`src/rtl/hex_digit_sequencer_if.sv`:
```
// Bus between the hex digit sequencer and whatever drives or observes it.
// The master side supplies the button and mode controls; the slave side
// (the sequencer) returns the current digit, the segment byte and the wrap flag.
interface hex_digit_sequencer_if;
  logic       step_btn;
  logic       auto_en;
  logic       count_up;
  logic [7:0] sevenseg_out;
  logic [3:0] digit;
  logic       wrap_pulse;

  modport master (
    output step_btn, auto_en, count_up,
    input  sevenseg_out, digit, wrap_pulse
  );

  modport slave (
    input  step_btn, auto_en, count_up,
    output sevenseg_out, digit, wrap_pulse
  );
endinterface

```
`src/rtl/hex_digit_sequencer.sv`:
```
// Hex digit sequencer: holds a 4-bit digit that steps on a free-running tick
// (when auto_en is set) or on a debounced press of step_btn. It drives an
// active-low seven-segment byte, bit0=a .. bit6=g, bit7=dp.
// Optional feature macro: SEVENSEG_DP_BLINK_EN makes the decimal point toggle
// on every tick. Without it, the decimal point stays off.
module hex_digit_sequencer #(
  parameter int TICK_DIV     = 12000000,
  parameter int DEBOUNCE_LEN = 4096
) (
  input logic                  clk,
  input logic                  reset,
  hex_digit_sequencer_if.slave bus
);

  localparam int PW = (TICK_DIV > 1) ? $clog2(TICK_DIV) : 1;
  localparam int DW = $clog2(DEBOUNCE_LEN + 1);
  localparam logic [PW-1:0] PRESC_LAST = PW'(TICK_DIV - 1);
  localparam logic [DW-1:0] DEB_LAST   = DW'(DEBOUNCE_LEN - 1);

  logic          sync1_q, sync1_d;
  logic          sync2_q, sync2_d;
  logic          deb_q, deb_d;
  logic [DW-1:0] deb_cnt_q, deb_cnt_d;
  logic [PW-1:0] presc_q, presc_d;
  logic [3:0]    digit_q, digit_d;
  logic          wrap_q, wrap_d;
  logic [7:0]    seg_q, seg_d;
  logic          dp_q, dp_d;
  logic          btn_ev;
  logic          tick;
  logic          step;

  // Two-flop synchroniser for the asynchronous push button
  always_comb begin
    sync1_d = bus.step_btn;
    sync2_d = sync1_q;
  end

  // Debouncer: accept a new level after DEBOUNCE_LEN consecutive differing cycles
  always_comb begin
    deb_d     = deb_q;
    deb_cnt_d = '0;
    if (sync2_q != deb_q) begin
      if (deb_cnt_q == DEB_LAST) begin
        deb_d = sync2_q;
      end else begin
        deb_cnt_d = deb_cnt_q + 1'b1;
      end
    end
    btn_ev = deb_d & ~deb_q;
  end

  // Prescaler: tick on the last count; a press restarts the period
  always_comb begin
    tick    = (presc_q == PRESC_LAST);
    presc_d = presc_q + 1'b1;
    if (tick || btn_ev) begin
      presc_d = '0;
    end
  end

  // Digit stepping: a coincident tick and press still give a single step
  always_comb begin
    step    = btn_ev | (tick & bus.auto_en);
    digit_d = digit_q;
    wrap_d  = 1'b0;
    if (step) begin
      if (bus.count_up) begin
        digit_d = digit_q + 4'd1;
        wrap_d  = (digit_q == 4'hF);
      end else begin
        digit_d = digit_q - 4'd1;
        wrap_d  = (digit_q == 4'h0);
      end
    end
  end

`ifdef SEVENSEG_DP_BLINK_EN
  // Decimal point blinks on every tick regardless of auto_en
  always_comb begin
    dp_d = tick ? ~dp_q : dp_q;
  end
`else
  // Decimal point held off
  always_comb begin
    dp_d = 1'b1;
  end
`endif

  // Segment decode from the registered digit, so the byte lags digit by one cycle
  always_comb begin
    seg_d = 8'hC0;
    unique case (digit_q)
      4'h0: seg_d[6:0] = 7'h40;
      4'h1: seg_d[6:0] = 7'h79;
      4'h2: seg_d[6:0] = 7'h24;
      4'h3: seg_d[6:0] = 7'h30;
      4'h4: seg_d[6:0] = 7'h19;
      4'h5: seg_d[6:0] = 7'h12;
      4'h6: seg_d[6:0] = 7'h02;
      4'h7: seg_d[6:0] = 7'h78;
      4'h8: seg_d[6:0] = 7'h00;
      4'h9: seg_d[6:0] = 7'h10;
      4'hA: seg_d[6:0] = 7'h08;
      4'hB: seg_d[6:0] = 7'h03;
      4'hC: seg_d[6:0] = 7'h46;
      4'hD: seg_d[6:0] = 7'h21;
      4'hE: seg_d[6:0] = 7'h06;
      4'hF: seg_d[6:0] = 7'h0E;
      default: seg_d[6:0] = 7'h40;
    endcase
    seg_d[7] = dp_q;
  end

  // State registers with synchronous reset; reset drops any pending step
  always_ff @(posedge clk) begin
    if (reset) begin
      sync1_q   <= 1'b0;
      sync2_q   <= 1'b0;
      deb_q     <= 1'b0;
      deb_cnt_q <= '0;
      presc_q   <= '0;
      digit_q   <= 4'h0;
      wrap_q    <= 1'b0;
      seg_q     <= 8'hC0;
      dp_q      <= 1'b1;
    end else begin
      sync1_q   <= sync1_d;
      sync2_q   <= sync2_d;
      deb_q     <= deb_d;
      deb_cnt_q <= deb_cnt_d;
      presc_q   <= presc_d;
      digit_q   <= digit_d;
      wrap_q    <= wrap_d;
      seg_q     <= seg_d;
      dp_q      <= dp_d;
    end
  end

  assign bus.digit        = digit_q;
  assign bus.wrap_pulse   = wrap_q;
  assign bus.sevenseg_out = seg_q;

endmodule
```
`src/flat_wrapper.sv`:
```
// flat-port wrapper written by rule: the top's interface ports become plain ports
module hex_digit_sequencer_flat 
#(
  parameter int TICK_DIV     = 12000000,
  parameter int DEBOUNCE_LEN = 4096
)
  (clk, reset, bus_step_btn, bus_auto_en, bus_count_up, bus_sevenseg_out, bus_digit, bus_wrap_pulse);
  hex_digit_sequencer_if bus_i ();
  input logic clk;
  input logic reset;
  input wire logic [$bits(bus_i.step_btn)-1:0] bus_step_btn;
  input wire logic [$bits(bus_i.auto_en)-1:0] bus_auto_en;
  input wire logic [$bits(bus_i.count_up)-1:0] bus_count_up;
  output wire logic [$bits(bus_i.sevenseg_out)-1:0] bus_sevenseg_out;
  output wire logic [$bits(bus_i.digit)-1:0] bus_digit;
  output wire logic [$bits(bus_i.wrap_pulse)-1:0] bus_wrap_pulse;
  assign bus_i.step_btn = bus_step_btn;
  assign bus_i.auto_en = bus_auto_en;
  assign bus_i.count_up = bus_count_up;
  assign bus_sevenseg_out = bus_i.sevenseg_out;
  assign bus_digit = bus_i.digit;
  assign bus_wrap_pulse = bus_i.wrap_pulse;
  hex_digit_sequencer #(.TICK_DIV(TICK_DIV), .DEBOUNCE_LEN(DEBOUNCE_LEN)) u_core (.clk(clk), .reset(reset), .bus(bus_i));
endmodule
```
`config.mk`:
```
export PLATFORM = sky130hd
export DESIGN_NAME = hex_digit_sequencer_flat
export DESIGN_NICKNAME = d
export VERILOG_FILES = /design/src/rtl/hex_digit_sequencer_if.sv /design/src/rtl/hex_digit_sequencer.sv /design/src/flat_wrapper.sv
export SDC_FILE = /design/constraint.sdc
export NUM_CORES = 1
export LEC_CHECK = 0
export ABC_AREA = 1
export CAP_MARGIN = 25
export CORE_ASPECT_RATIO = 1.5
export CORE_UTILIZATION = 40
export DETAILED_ROUTE_END_ITERATION = 12
export PLACE_DENSITY = 0.63
export SYNTH_ARGS = -nofsm -noshare
export SYNTH_HDL_FRONTEND = slang
export SYNTH_SLANG_ARGS = --single-unit
```
`constraint.sdc`:
```
create_clock -name clk -period 2.1 [get_ports clk]
set_input_delay 0.21 -clock clk [delete_from_list [all_inputs] [get_ports clk]]
set_output_delay 0.21 -clock clk [all_outputs]
set_load 0.02 [all_outputs]
```
* Yosys cells after proc, flatten, opt, wreduce, memory -nomap -nowiden
Memories as Yosys holds them, arrays and structs flattened. A register that Yosys moved wholly into a read port is not among the register bits.
Cells that the tools add are included.
** Storage, ports and cells
- Bits in registers :: 46
- Memory bits (read-only) :: 112
- Bits of input ports :: 5
- Output and inout port bits :: 13
- Logic and storage cells :: 32
- Memories :: 1
** Cells by class
- Add/subtract/negate cells :: 4
- Equality and inequality tests :: 4
- Multiplexer cells :: 4
- Bitwise logic cells :: 6
- Reductions and logical operators :: 5
** Memory list
- (name not given) :: depth 16, width 7, read ports 1, clocked after Yosys merged registers in 1, wr ports 0, line hex_digit_sequencer.sv:93 : unique case (digit_q)
** Operators with widths (number)
- 24-bit by 1-bit adder with 24-bit output (second input constant) :: 1
- 24-bit equality test (second input constant) :: 1
- 13-bit by 1-bit adder with 13-bit output (second input constant) :: 1
- 13-bit by 12-bit equality test with 1-bit output (second input constant) :: 1
- 4-bit by 1-bit adder with 4-bit output (second input constant) :: 1
- 4-bit equality test (second input constant) :: 1
- 4-bit logical NOT :: 1
- 4-bit 2-to-1 mux :: 1
- 2-bit OR reduction :: 2
- 4-bit by 1-bit subtractor with 4-bit output (second input constant) :: 1
- 1-bit 2-to-1 mux :: 3
- 1-bit NOT :: 3
- 3-bit OR reduction :: 1
- 1-bit AND :: 2
- 1-bit logical OR :: 1
- 1-bit != test :: 1
- 1-bit OR :: 1

* Depth between registers and ports, before layout
Gate-level depths: netlist of run 1.
- Depth in word-level cells :: 7
- Gate-level depth with buffers :: 9
- Mapped depth without buffers :: 9

* Least setup slack after synthesis of run 1
No wires, ideal clock.
- Path kind :: reg2reg
- From :: register u_core.presc_q[0]
- To :: register u_core.presc_q[14]
- Library setup time :: 0.125 ns
- Arrival :: 1.379 ns
- Required time :: 1.975 ns
- Slack :: 0.596 ns
- Cell stages (with the launch flop) :: 10
- Buffers on the path :: 1
- Period minus slack after synthesis :: 1.504 ns
- Path through :: dfxtp_1 ha_1 nand2_2 nor2_4 nand2_1 nor2_2 nand2_1 nand3_2 buf_6 a21oi_1
** On the way
- Cells in the longest elaborated chain, start to end :: 3
- Elaborated cells between the ends (all ways) :: 4
- Classes of those cells :: add/sub: 1; eq/ne: 1; reduce/logical: 2
** RTL lines
- start: declaration :: line hex_digit_sequencer.sv:24 : logic [PW-1:0] presc_q, presc_d;
- start signal: assignment :: line hex_digit_sequencer.sv:132 : presc_q <= presc_d;
- branches (longest 3 deep; another with 24-bit by 1-bit adder with 24-bit output)
Several ways; the timed one is not identified.
A chain may end at the register's enable or synchronous reset.

* Worst setup path after layout of run 1
- From :: register u_core.deb_cnt_q[0]
- To :: register u_core.presc_q[10]
** On the way
- Cells in the longest elaborated chain, start to end :: 6
** RTL lines
- start: declaration :: line hex_digit_sequencer.sv:23 : logic [DW-1:0] deb_cnt_q, deb_cnt_d;
- start signal: assignment :: line hex_digit_sequencer.sv:131 : deb_cnt_q <= deb_cnt_d;
- 13-bit by 12-bit equality test with 1-bit output :: line hex_digit_sequencer.sv:44 : if (deb_cnt_q == DEB_LAST) begin
- 1-bit 2-to-1 mux :: line hex_digit_sequencer.sv:44
- 1-bit 2-to-1 mux :: line hex_digit_sequencer.sv:43 : if (sync2_q != deb_q) begin
- 1-bit AND :: line hex_digit_sequencer.sv:50 : btn_ev = deb_d & ~deb_q;
- 1-bit logical OR :: line hex_digit_sequencer.sv:57 : if (tick || btn_ev) begin
- 2-bit OR reduction (no line)
No other way between the ends.

==> results.ini, run 1 <==
[status]
status = finished clean

[critical_path]
criticalPathCategory = flop to flop
critPathArrivalTime_ps = 2000
end_kind = flop
cp-start-kind = flop
path_max_fanout = 13
reg2reg_depth = 9
critPathRequiredTime_ps = 2310

[layout]
diodes = 0
final_cell_mix = nand2_1 (71), dfxtp_1 (52), nor2_1 (43)
layout_commonest_cell = nand2_1
drive_gt1_share_pct = 9.77
area_delta_synth_final_pct = 14.0
nNetsFinal = 404

[routing]
wl_mm = 5.77
firstDrtPassIters = 5
drc_errors = 0
vias = 2338
ant_nets = 0
drt_iter0_drc = 146
via_per_inst = 5.03
routedWlPerCell_um = 12.4

[yosys]
syn_inst = 367
synth_seq_cells = 52
ys_warn_count = 0
synth_top_area_share_pct = 38.4
synth_area_um2 = 2710
syn_avg_cell_area_um2 = 7.38
yosys-top-cells-area = dfxtp_1 (38%), nand2_1 (9.8%), nor2_1 (6.0%)
syn_nets = 383
yosysTopAreaCell = dfxtp_1
ys_seq_area_share_pct = 38.4
yosys.cell_types.count = 39

[placement]
dp_hpwl_mm = 4.48
numPortBuffers = 16
gp_congestion = 0.925

[sta]
finalMaxSlewViolations = 0
rsz0062_at_grt = false
max_freq_ghz = 0.559
finalHoldViolations = 0
fin_worst_skew_ps = 6.38
finalCritPeriodShare_pct = 85.2
tns_ps = 0
holdWs_ps = 392
setup_viol = 0
fin_crit_ps = 1790

[power_and_ir_drop]
leakage_nw = 1.07
totalPowerFinal_mw = 1.79
p_per_area_nw_per_um2 = 579
peakVddDrop_mv = 0.250

[floorplanning]
coreArea_um2 = 6530
ios = 18
die_x_um = 69.2
die-area_um2 = 7110
start_util_pct = 41.5
row_count = 36
dieHeight_um = 103

[global_route]
grt_util_all_layers_pct = 17.6
antenna_found_initial = 0
grt_pass1_vias = 2283
grt_overflow = 0
grt_max_degree = 19
grt_pass1_wl_mm = 9.96

[cts]
cts_sinks = 52
cts-resized-gates = 0
cts_max_path_buffers = 2
tritoncts = yes
clk_pin_slew_ps = 100
post_cts_hold_buffer_count = 0
numCtsBuffers = 5
clock-root-buffer = clkbuf_8
cts_max_level = 2
cts_setup_buffers = 0
clkLatencyLatePin_ps = 320

[worst_hold_path]
worstHoldPathType = primary input to flop
hold_depth = 3

[flow_run]
drv_cap = 0

logic make-up (layout without fill, tap and decap cells):
group	after synthesis	in the layout	synth area share, %
other	1	1	0.138
AOI/OAI and AO/OA	46	46	9.24
DFF	52	52	38.4
buffers and inverters	52	74	8.04
xor gates and xnor gates	15	15	4.85
adders and majority gates	11	11	5.36
and+or+nand+nor	190	190	33.9
layout make-up:
cell class / instances / area, um^2
Clock inverter: 3 / 50.0
Clock buffer: 5 / 68.8
Timing Repair Buffer: 22 / 218
Fill cell: 658 / 3440
Multi-Input combinational cell: 263 / 1450
Inverter: 44 / 165
Tap cell: 76 / 95.1
Sequential cell: 52 / 1040
sequential cells by signal (all words and copies together) (netlist names):
signal and cells:
u_core.bus.sevenseg_out 7, u_core.presc_q 24, u_core.sync2_q 1, u_core.deb_cnt_q 13
u_core.bus.digit 4, u_core.bus.wrap_pulse 1, u_core.sync1_q 1, u_core.deb_q 1
metal layers:
layer	routed length [um]	GRT usage [%]
met5	0	0
met4	155	10.7
met3	172	2.74
met2	3140	34.4
met1	2300	17.4
cells in the mapped netlist:
| library cell | count |
|---|---|
| nor2_1 | 43 |
| nand2_1 | 71 |
| buf_6 | 2 |
| nor3_2 | 1 |
| a31oi_1 | 3 |
| or2_2 | 3 |
| clkbuf_1 | 2 |
| nand3_1 | 22 |
| nor3b_1 | 3 |
| buf_4 | 1 |
| nand2b_1 | 1 |
| nand2_2 | 5 |
| or2_0 | 2 |
| nor3_4 | 1 |
| xnor2_1 | 5 |
| a21oi_2 | 1 |
| ha_1 | 10 |
| o221ai_1 | 1 |
| o21a_1 | 1 |
| a21oi_1 | 27 |
| inv_1 | 42 |
| nor3_1 | 9 |
| nor2_2 | 4 |
| nand3_2 | 5 |
| fa_1 | 1 |
| nand4_1 | 12 |
| clkinv_1 | 1 |
| nand3b_1 | 2 |
| inv_2 | 1 |
| conb_1 | 1 |
| dfxtp_1 | 52 |
| o22ai_1 | 1 |
| and2_1 | 1 |
| nor4_1 | 2 |
| nor2_4 | 3 |
| o31ai_1 | 2 |
| buf_2 | 3 |
| o21ai_0 | 10 |
| xor2_1 | 10 |
through the flow:
stage               worst slack, ps  util [%]  instance area, um^2  cells
floorplan                       596         -                 2710    367
global placement                359      45.4                 2970    457
detailed placement              301      45.4                 2970    457
CTS                             278      47.3                 3090    465
global route                    125      47.3                 3090    465
finish                          311      47.3                 3090    465
where the power goes:
group | internal (mW) | leakage [nW] | total [mW] | switching (mW)
Combinational | 0.0223 | 0.587 | 0.0526 | 0.0302
Sequential | 0.993 | 0.420 | 0.999 | 0.00592
Clock | 0.368 | 0.0607 | 0.737 | 0.369
Total | 1.38 | 1.07 | 1.79 | 0.405
critical path, stage by stage, from the launching register on:
cell	delay, ps
dfxtp_1	390
ha_1	180
nand2_1	90
nor2_2	150
nand2_2	120
nor2_4	130
nand3_2	140
nand3_2	260
buf_12	180
a21oi_1	50
worst paths after layout:
kind                            start  slack [ps]            endpoint
hold / removal           bus_step_btn         390      u_core.sync1_q
setup reg to reg  u_core.deb_cnt_q[0]         310  u_core.presc_q[10]
hold reg to reg        u_core.sync1_q         410      u_core.sync2_q
setup / recovery  u_core.deb_cnt_q[0]         310  u_core.presc_q[10]
(Power assumes the default switching activity.)
==> run 2: changes to the inputs <==
--- a/config.mk
+++ b/config.mk
@@ -10,7 +10,7 @@
 export CORE_ASPECT_RATIO = 1.5
 export CORE_UTILIZATION = 40
 export DETAILED_ROUTE_END_ITERATION = 12
-export PLACE_DENSITY = 0.63
+export PLACE_DENSITY = 0.64
 export SYNTH_ARGS = -nofsm -noshare
 export SYNTH_HDL_FRONTEND = slang
 export SYNTH_SLANG_ARGS = --single-unit
==> results.ini, run 2 (synthesized netlist as in run 1, its figures left out) <==
[status]
status = finished clean

[sta]
tns_ps = 0
fin_worst_skew_ps = 12.4
max_freq_ghz = 0.558
setup_viol = 0
fin_crit_ps = 1790
finalCritPeriodShare_pct = 85.3
finalMaxSlewViolations = 0
rsz0062_at_grt = false
finalHoldViolations = 0
worst_slack_ps = 308

[layout]
largest_register_ffs = 24
area_delta_synth_final_pct = 13.0
layout_commonest_cell = nand2_1
utilization_pct = 46.9
drive_gt1_share_pct = 9.77
diodes = 0
fill_cells = 647
nNetsFinal = 404
max_flop_register = u_core.presc_q
final_cell_mix = nand2_1 (71), dfxtp_1 (52), nor2_1 (43)
regArea_um2 = 1040
multi_input_area_um2 = 1450

[routing]
routedWlPerCell_um = 12.3
via_per_inst = 5.12
firstDrtPassIters = 5
vias = 2382
ant_nets = 0
wl_mm = 5.71
drc_errors = 0
drt_iter0_drc = 115

[floorplanning]
coreArea_um2 = 6530
die_x_um = 69.2
ios = 18
row_count = 36
dieHeight_um = 103
die-area_um2 = 7110
start_util_pct = 41.5

[critical_path]
critPathRequiredTime_ps = 2300
criticalPathCategory = flop to flop
cp-start-kind = flop
path_max_fanout = 13
critPathArrivalTime_ps = 1990
end_kind = flop

[global_route]
grt_max_degree = 18
grt_pass1_wl_mm = 9.71
grt_util_all_layers_pct = 17.0
grt_overflow = 0
grt_pass1_vias = 2261
antenna_found_initial = 0

[cts]
numCtsBuffers = 5
tritoncts = yes
cts_setup_buffers = 0
cts-resized-gates = 0
post_cts_hold_buffer_count = 0
cts_max_level = 2
clock-root-buffer = clkbuf_8
cts_max_path_buffers = 2
clk_pin_slew_ps = 110
cts_sinks = 52
clkLatencyLatePin_ps = 310

[power_and_ir_drop]
p_switching_mw = 0.387
internal_power_mw = 1.25
p_per_area_nw_per_um2 = 535
peakVddDrop_mv = 0.407
p_sw_share_pct = 23.6
combPwrFrac_pct = 3.2
leakage_nw = 1.05
p_seq_share_pct = 60.9
pwr-share-clk_pct = 35.8

[placement]
post-place-ws_ps = 313
numPortBuffers = 16
dp_hpwl_mm = 4.36
gp_congestion = 0.954

[flow_run]
drv_cap = 0

[worst_hold_path]
worstHoldPathType = primary input to flop

## run 2: cell types whose count changed in the layout (fill, tap and decap cells not counted)
cell and delta:
bufinv_16 -1, clkinv_4 +1, clkinvlp_4 +2, inv_6 -1
inv_8 -1
## run 2: power by group through the flow
stage	Sequential [mW]	Combinational [mW]	Clock, mW
6_report	0.998	0.0532	0.587
5_1_grt	1.00	0.0612	0.637
4_1_cts	0.999	0.0541	0.605
3_5_place_dp	1.02	0.0540	0
2_1_floorplan	1.02	0.0366	0
3_3_place_gp	1.02	0.0528	0
## run 2: layout make-up
class / instances / area share (%)
repair buffers: 22 / 7.11
well taps: 76 / 3.11
clock buffers: 5 / 2.25
clock inverters: 3 / 0.777
multi-input cells: 263 / 47.3
inverters: 44 / 5.40
flip-flops and latches: 52 / 34.0
## run 2: worst paths after layout
check | from | end | slack [ps] | depth (start not counted)
worst min-delay path | bus_step_btn | u_core.sync1_q | 400 | 3
worst max register to register | u_core.deb_cnt_q[0] | u_core.presc_q[7] | 310 | 9
worst max-delay path | u_core.deb_cnt_q[0] | u_core.presc_q[7] | 310 | 9
worst min register to register | u_core.sync1_q | u_core.sync2_q | 410 | 2
## run 2: per-layer routing
metal	up-vias	global-route usage, %	share of wire (%)
li1	1232	-	-
met4	0	8.95	3.1
met1	1091	17.3	41
met3	12	2.35	3.0
met2	47	33.6	53
met5	-	0	0
## run 2: metrics by stage
step,hold WS [ps],power (mW),instances,area [um^2]
5_1_grt,423,1.70,465,3060
6_report,404,1.64,465,3060
3_3_place_gp,393,1.07,457,2970
2_1_floorplan,317,1.06,367,2710
3_5_place_dp,398,1.08,457,2970
4_1_cts,400,1.66,465,3060
## run 2: critical path, stage by stage (launching register included)
cell	delay, ps
dfxtp_1	390
ha_1	180
nand2_1	90
nor2_2	150
nand2_2	120
nor2_4	130
nand3_2	140
nand3_2	250
buf_12	180
nor2_1	40
==> run 3: changes to the inputs <==
--- a/config.mk
+++ b/config.mk
@@ -9,6 +9,7 @@
 export CAP_MARGIN = 25
 export CORE_ASPECT_RATIO = 1.5
 export CORE_UTILIZATION = 40
+export CTS_CLUSTER_DIAMETER = 150
 export DETAILED_ROUTE_END_ITERATION = 12
 export PLACE_DENSITY = 0.64
 export SYNTH_ARGS = -nofsm -noshare
==> results of run 3 <==
Final layout, timing and power as in run 2 (identical DEF).
==> variant 1: new RTL, flow settings as in run 1 <==
Make the reset (`reset`) asynchronous in one clocked block. Comments in the files are not updated.
--- a/src/rtl/hex_digit_sequencer.sv
+++ b/src/rtl/hex_digit_sequencer.sv
@@ -113,7 +113,7 @@
   end
 
   // State registers with synchronous reset; reset drops any pending step
-  always_ff @(posedge clk) begin
+  always_ff @(posedge clk or posedge reset) begin
     if (reset) begin
       sync1_q   <= 1'b0;
       sync2_q   <= 1'b0;
Check against the original RTL: same outputs for any inputs over 10 cycles, from zero or initial values and one cycle with reset high; that may be too few to reach the edited logic, so the function may still have changed.
==> variant 1 against run 1 <==
Area after synthesis grew 10%. Wire length grew 2.2%. Final area grew 8.1%. Worst setup slack gained 0.021 ns. Largest cell class unchanged. First-iteration DRC count shrank 26%. Hold slack lost 0.16 ns. Register-to-register slack gained 0.07 ns. Sequential cell count is the same. Via count shrank 0.77%. Critical endpoint is now bus_digit[1].
Power is not compared: it rests on default switching activity, and its combinational part moved more than twofold at a synthesized area within 25%.
==> variant 1: results (changes against run 1) <==
- Outcome: finished clean
- Global-route wire length before repair: 10400 µm (+4.1%)
- HP Class: input pin to async pin
- Syn_nets: 401 (+4.7%)
- Layout Cells excl Fill: 506 (+8.8%)
- Met2 usage: 0.314 (-0.0305)
- Total Routing Usage GR: 0.173 (-0.00261)
- WL met1: 2620 µm (+14%)
- Pre-Repair DR Iteration Count: 4 (-1)
- Post-synthesis async set-or-reset flop share: 1.00 (+1.00)
- R2R depth: 8 (-1)
- DR iter-0 viols: 108 (-26%)
- Largest net degree at the start of global routing: 53 (+34)
- Gpl congestion: 0.877 (-5.2%)
- Period utilization: 0.842 (-0.0100)
- Final WL: 5890 µm (+2.2%)
- Crit path from: u_core.bus.digit[1]
- Synth Area in XOR/XNOR: 0.0499 (+0.00135)
- Final #Nets: 420 (+4.0%)
- Slowest-stage cell, CP: clkdlybuf4s50_1
- Place WS: 0.346 ns (+0.0442 ns)
- Placed Cells: 498 (+9.0%)
- Hold slack: 0.231 ns (-0.161 ns)
- DP HPWL: 4430 µm (-1.1%)
- Register area share after synthesis: 0.436 (+0.0518)
- Top post-synthesis cells by area: dfrtp_1, nand2_1, nor2_1
- RR Endpoint: u_core.presc_q[2]
- Synth Area in Adders: 0.0444 (-0.00918)
- Crit path capture: bus_digit[1]
- Area after DPL: 3240 µm² (+9.3%)
- Reg2reg setup slack: 0.38 ns (+0.07 ns)
- GR Util met3: 0.0290 (+0.00166)
- Critical Path AT: 1.56 ns (-0.44 ns)
- Avg Cell Area, Syn: 7.73 µm² (+4.8%)
- Met3 Wirelength: 95 µm (-45%)
- Main synth FF type: dfrtp_1
- Share of the synthesized area in compound gates (AO/OA/AOI/OAI): 0.0482 (-0.0442)
- Critical Path Fanout Max: 10 (-3)
- Clk_skew: 0.0115 ns (+0.00511 ns)
- Met1 global-route usage: 0.197 (+0.0234)
- Met2 wire len: 3060 µm (-2.7%)
- Reg-to-Reg Start: u_core.deb_cnt_q[0]
variant 1: cell count changes in the layout (fill, tap and decap cells not counted), moves of 11 or more:
cell     delta
dfxtp_1    -52
dfrtp_1    +51
nand2_1    +32
nor2_1     +29
a21oi_1    -21
nand4_1    -11
variant 1: kinds of logic (layout without fill, tap and decap cells):
kind of cell             after synthesis  count (layout)
AND/OR/NAND/NOR                      235             235
flip-flops                            52              52
buffers and inverters                 48              68
AO/OA/AOI/OAI                         23              23
XOR/XNOR                              17              17
adder cells (fa/ha/maj)               10              10
other                                  1               1
variant 1: cell type report:
| class | count | area, µm² |
|---|---|---|
| Fill cell | 728 | 3890 |
| Multi-Input combinational cell | 286 | 1470 |
| Sequential cell | 52 | 1300 |
| Timing Repair Buffer | 17 | 180 |
| Inverter | 43 | 161 |
| Tap cell | 100 | 125 |
| Clock buffer | 7 | 86.3 |
| Clock inverter | 1 | 7.51 |
variant 1: worst min-delay path, cell delays in order:
cell,delay [ns]
clkdlybuf4s50_1,0.41
inv_2,0.07
buf_12,0.25
==> variant 2: new RTL, config.mk and constraints of run 1 <==
Without the edit above. `DEBOUNCE_LEN` is set to 4096 in 2 places; all go to 1024.
--- a/src/rtl/hex_digit_sequencer.sv
+++ b/src/rtl/hex_digit_sequencer.sv
@@ -5,7 +5,7 @@
 // on every tick. Without it, the decimal point stays off.
 module hex_digit_sequencer #(
   parameter int TICK_DIV     = 12000000,
-  parameter int DEBOUNCE_LEN = 4096
+  parameter int DEBOUNCE_LEN = 1024
 ) (
   input logic                  clk,
   input logic                  reset,
--- a/src/flat_wrapper.sv
+++ b/src/flat_wrapper.sv
@@ -2,7 +2,7 @@
 module hex_digit_sequencer_flat 
 #(
   parameter int TICK_DIV     = 12000000,
-  parameter int DEBOUNCE_LEN = 4096
+  parameter int DEBOUNCE_LEN = 1024
 )
   (clk, reset, bus_step_btn, bus_auto_en, bus_count_up, bus_sevenseg_out, bus_digit, bus_wrap_pulse);
   hex_digit_sequencer_if bus_i ();
Function: same outputs for any inputs over 10 cycles, from zero or initial values and one cycle with reset high; that may be too few to reach the edited logic, so the function may still have changed.
==> variant 2 against run 1 <==
Final area is 5.3% lower. Count of clock-buffer cells in the layout stayed put. Clock skew is 0.00054 ns higher. Sequential share of layout area is 0.52 points higher. Sequential cell count is 2 lower. Wire length is 9.3% lower. Via count is 4.1% lower. Global-route usage is 0.46 points lower. Area after synthesis is 4.8% lower. Total power is 5.2% lower. Worst setup slack better by 0.0087 ns. Hold slack better by 0.0070 ns. Clock power is 7.1% lower. Core utilization is 0.075 points higher. Critical path type is now flip-flop to primary output.
==> variant 2: results (changes against run 1) <==
- Outcome: finished clean
- Setup WS post-layout: 0.320 ns (+0.00869 ns)
- Via count: 2242 (-4.1%)
- Synth Area in XOR/XNOR: 0.0543 (+0.00582)
- Total Routing Usage GR: 0.171 (-0.00459)
- Global-route wire length before repair: 9030 µm (-9.3%)
- Hold Crit Depth: 2 (-1)
- Gpl congestion: 0.901 (-2.6%)
- Synth Area in Adders: 0.0563 (+0.00268)
- CP delay by family, top: buffers and inverters
- Register area share after synthesis: 0.388 (+0.00369)
- Crit path from: u_core.bus.digit[3]
- RR Endpoint: u_core.presc_q[2]
- Critical Path AT: 1.57 ns (-0.43 ns)
- Reg-to-Reg Start: u_core.presc_q[0]
- Placed Cells: 436 (-4.6%)
- Syn_nets: 366 (-4.4%)
- Met3 Wirelength: 124 µm (-28%)
- Hold Startpoint: u_core.sync1_q
- Met2 wire len: 2730 µm (-13%)
- Final #Nets: 385 (-4.7%)
- Place WS: 0.317 ns (+0.0153 ns)
- R2R depth: 6 (-3)
- Synth top cells by count: nand2_1, nor2_1, dfxtp_1
- HP Class: flip-flop to flip-flop
- Sw frac: 0.214 (-0.0125)
- Slowest-stage cell, CP: clkdlybuf4s50_1
- Crit path capture: bus_digit[3]
- Clk_skew: 0.00692 ns (+0.000537 ns)
- DR iter-0 viols: 71 (-51%)
- Final WL: 5230 µm (-9.3%)
- Avg Cell Area, Syn: 7.37 µm² (-0.13%)
- WHS Endpoint: u_core.sync2_q
- Reg2reg setup slack: 0.40 ns (+0.09 ns)
- Top post-synthesis cells by area: dfxtp_1, nand2_1, nor2_1
- Netlist cell types: 36 (-7.7%)
- Pre-Repair DR Iteration Count: 4 (-1)
- IR drop worst, VDD: 0.376 mV (+51%)
- Layout fillers: 609 (-7.4%)
- DP HPWL: 4010 µm (-10%)
- Area after DPL: 2810 µm² (-5.3%)
- Hold slack: 0.399 ns (+0.00698 ns)
- Vias/cell: 5.05 (+0.43%)
[variant 2: changes by cell type after synthesis, sizes merged, moves of 4 or more]
cell	run 1	this run
o21ai	10	2
or2	5	1
nand3	27	23
a21oi	28	22
nor3	11	7
nor2	50	61
[variant 2: power by group through the flow]
stage | Combinational (mW) | Sequential (mW) | Clock (mW)
after global placement | 0.0505 | 0.981 | 0
after detailed placement | 0.0515 | 0.982 | 0
after CTS | 0.0517 | 0.960 | 0.710
after global routing | 0.0582 | 0.961 | 0.746
final | 0.0510 | 0.959 | 0.685
after floorplan | 0.0364 | 0.981 | 0
[variant 2: final cells by class]
type	count	area [µm²]	area share
multi-input combinational	252	1380	0.473
sequential	50	1000	0.342
timing repair buffer	18	175	0.0599
tap	74	92.6	0.0317
clock buffer	5	68.8	0.0235
clock inverter	3	43.8	0.0150
inverter	42	158	0.0539
[variant 2: metal layers]
layer  vias up  global-route usage
met3        10              0.0239
met5         -                   0
met4         0              0.0704
met1      1029               0.197
li1       1166                   -
met2        37               0.305
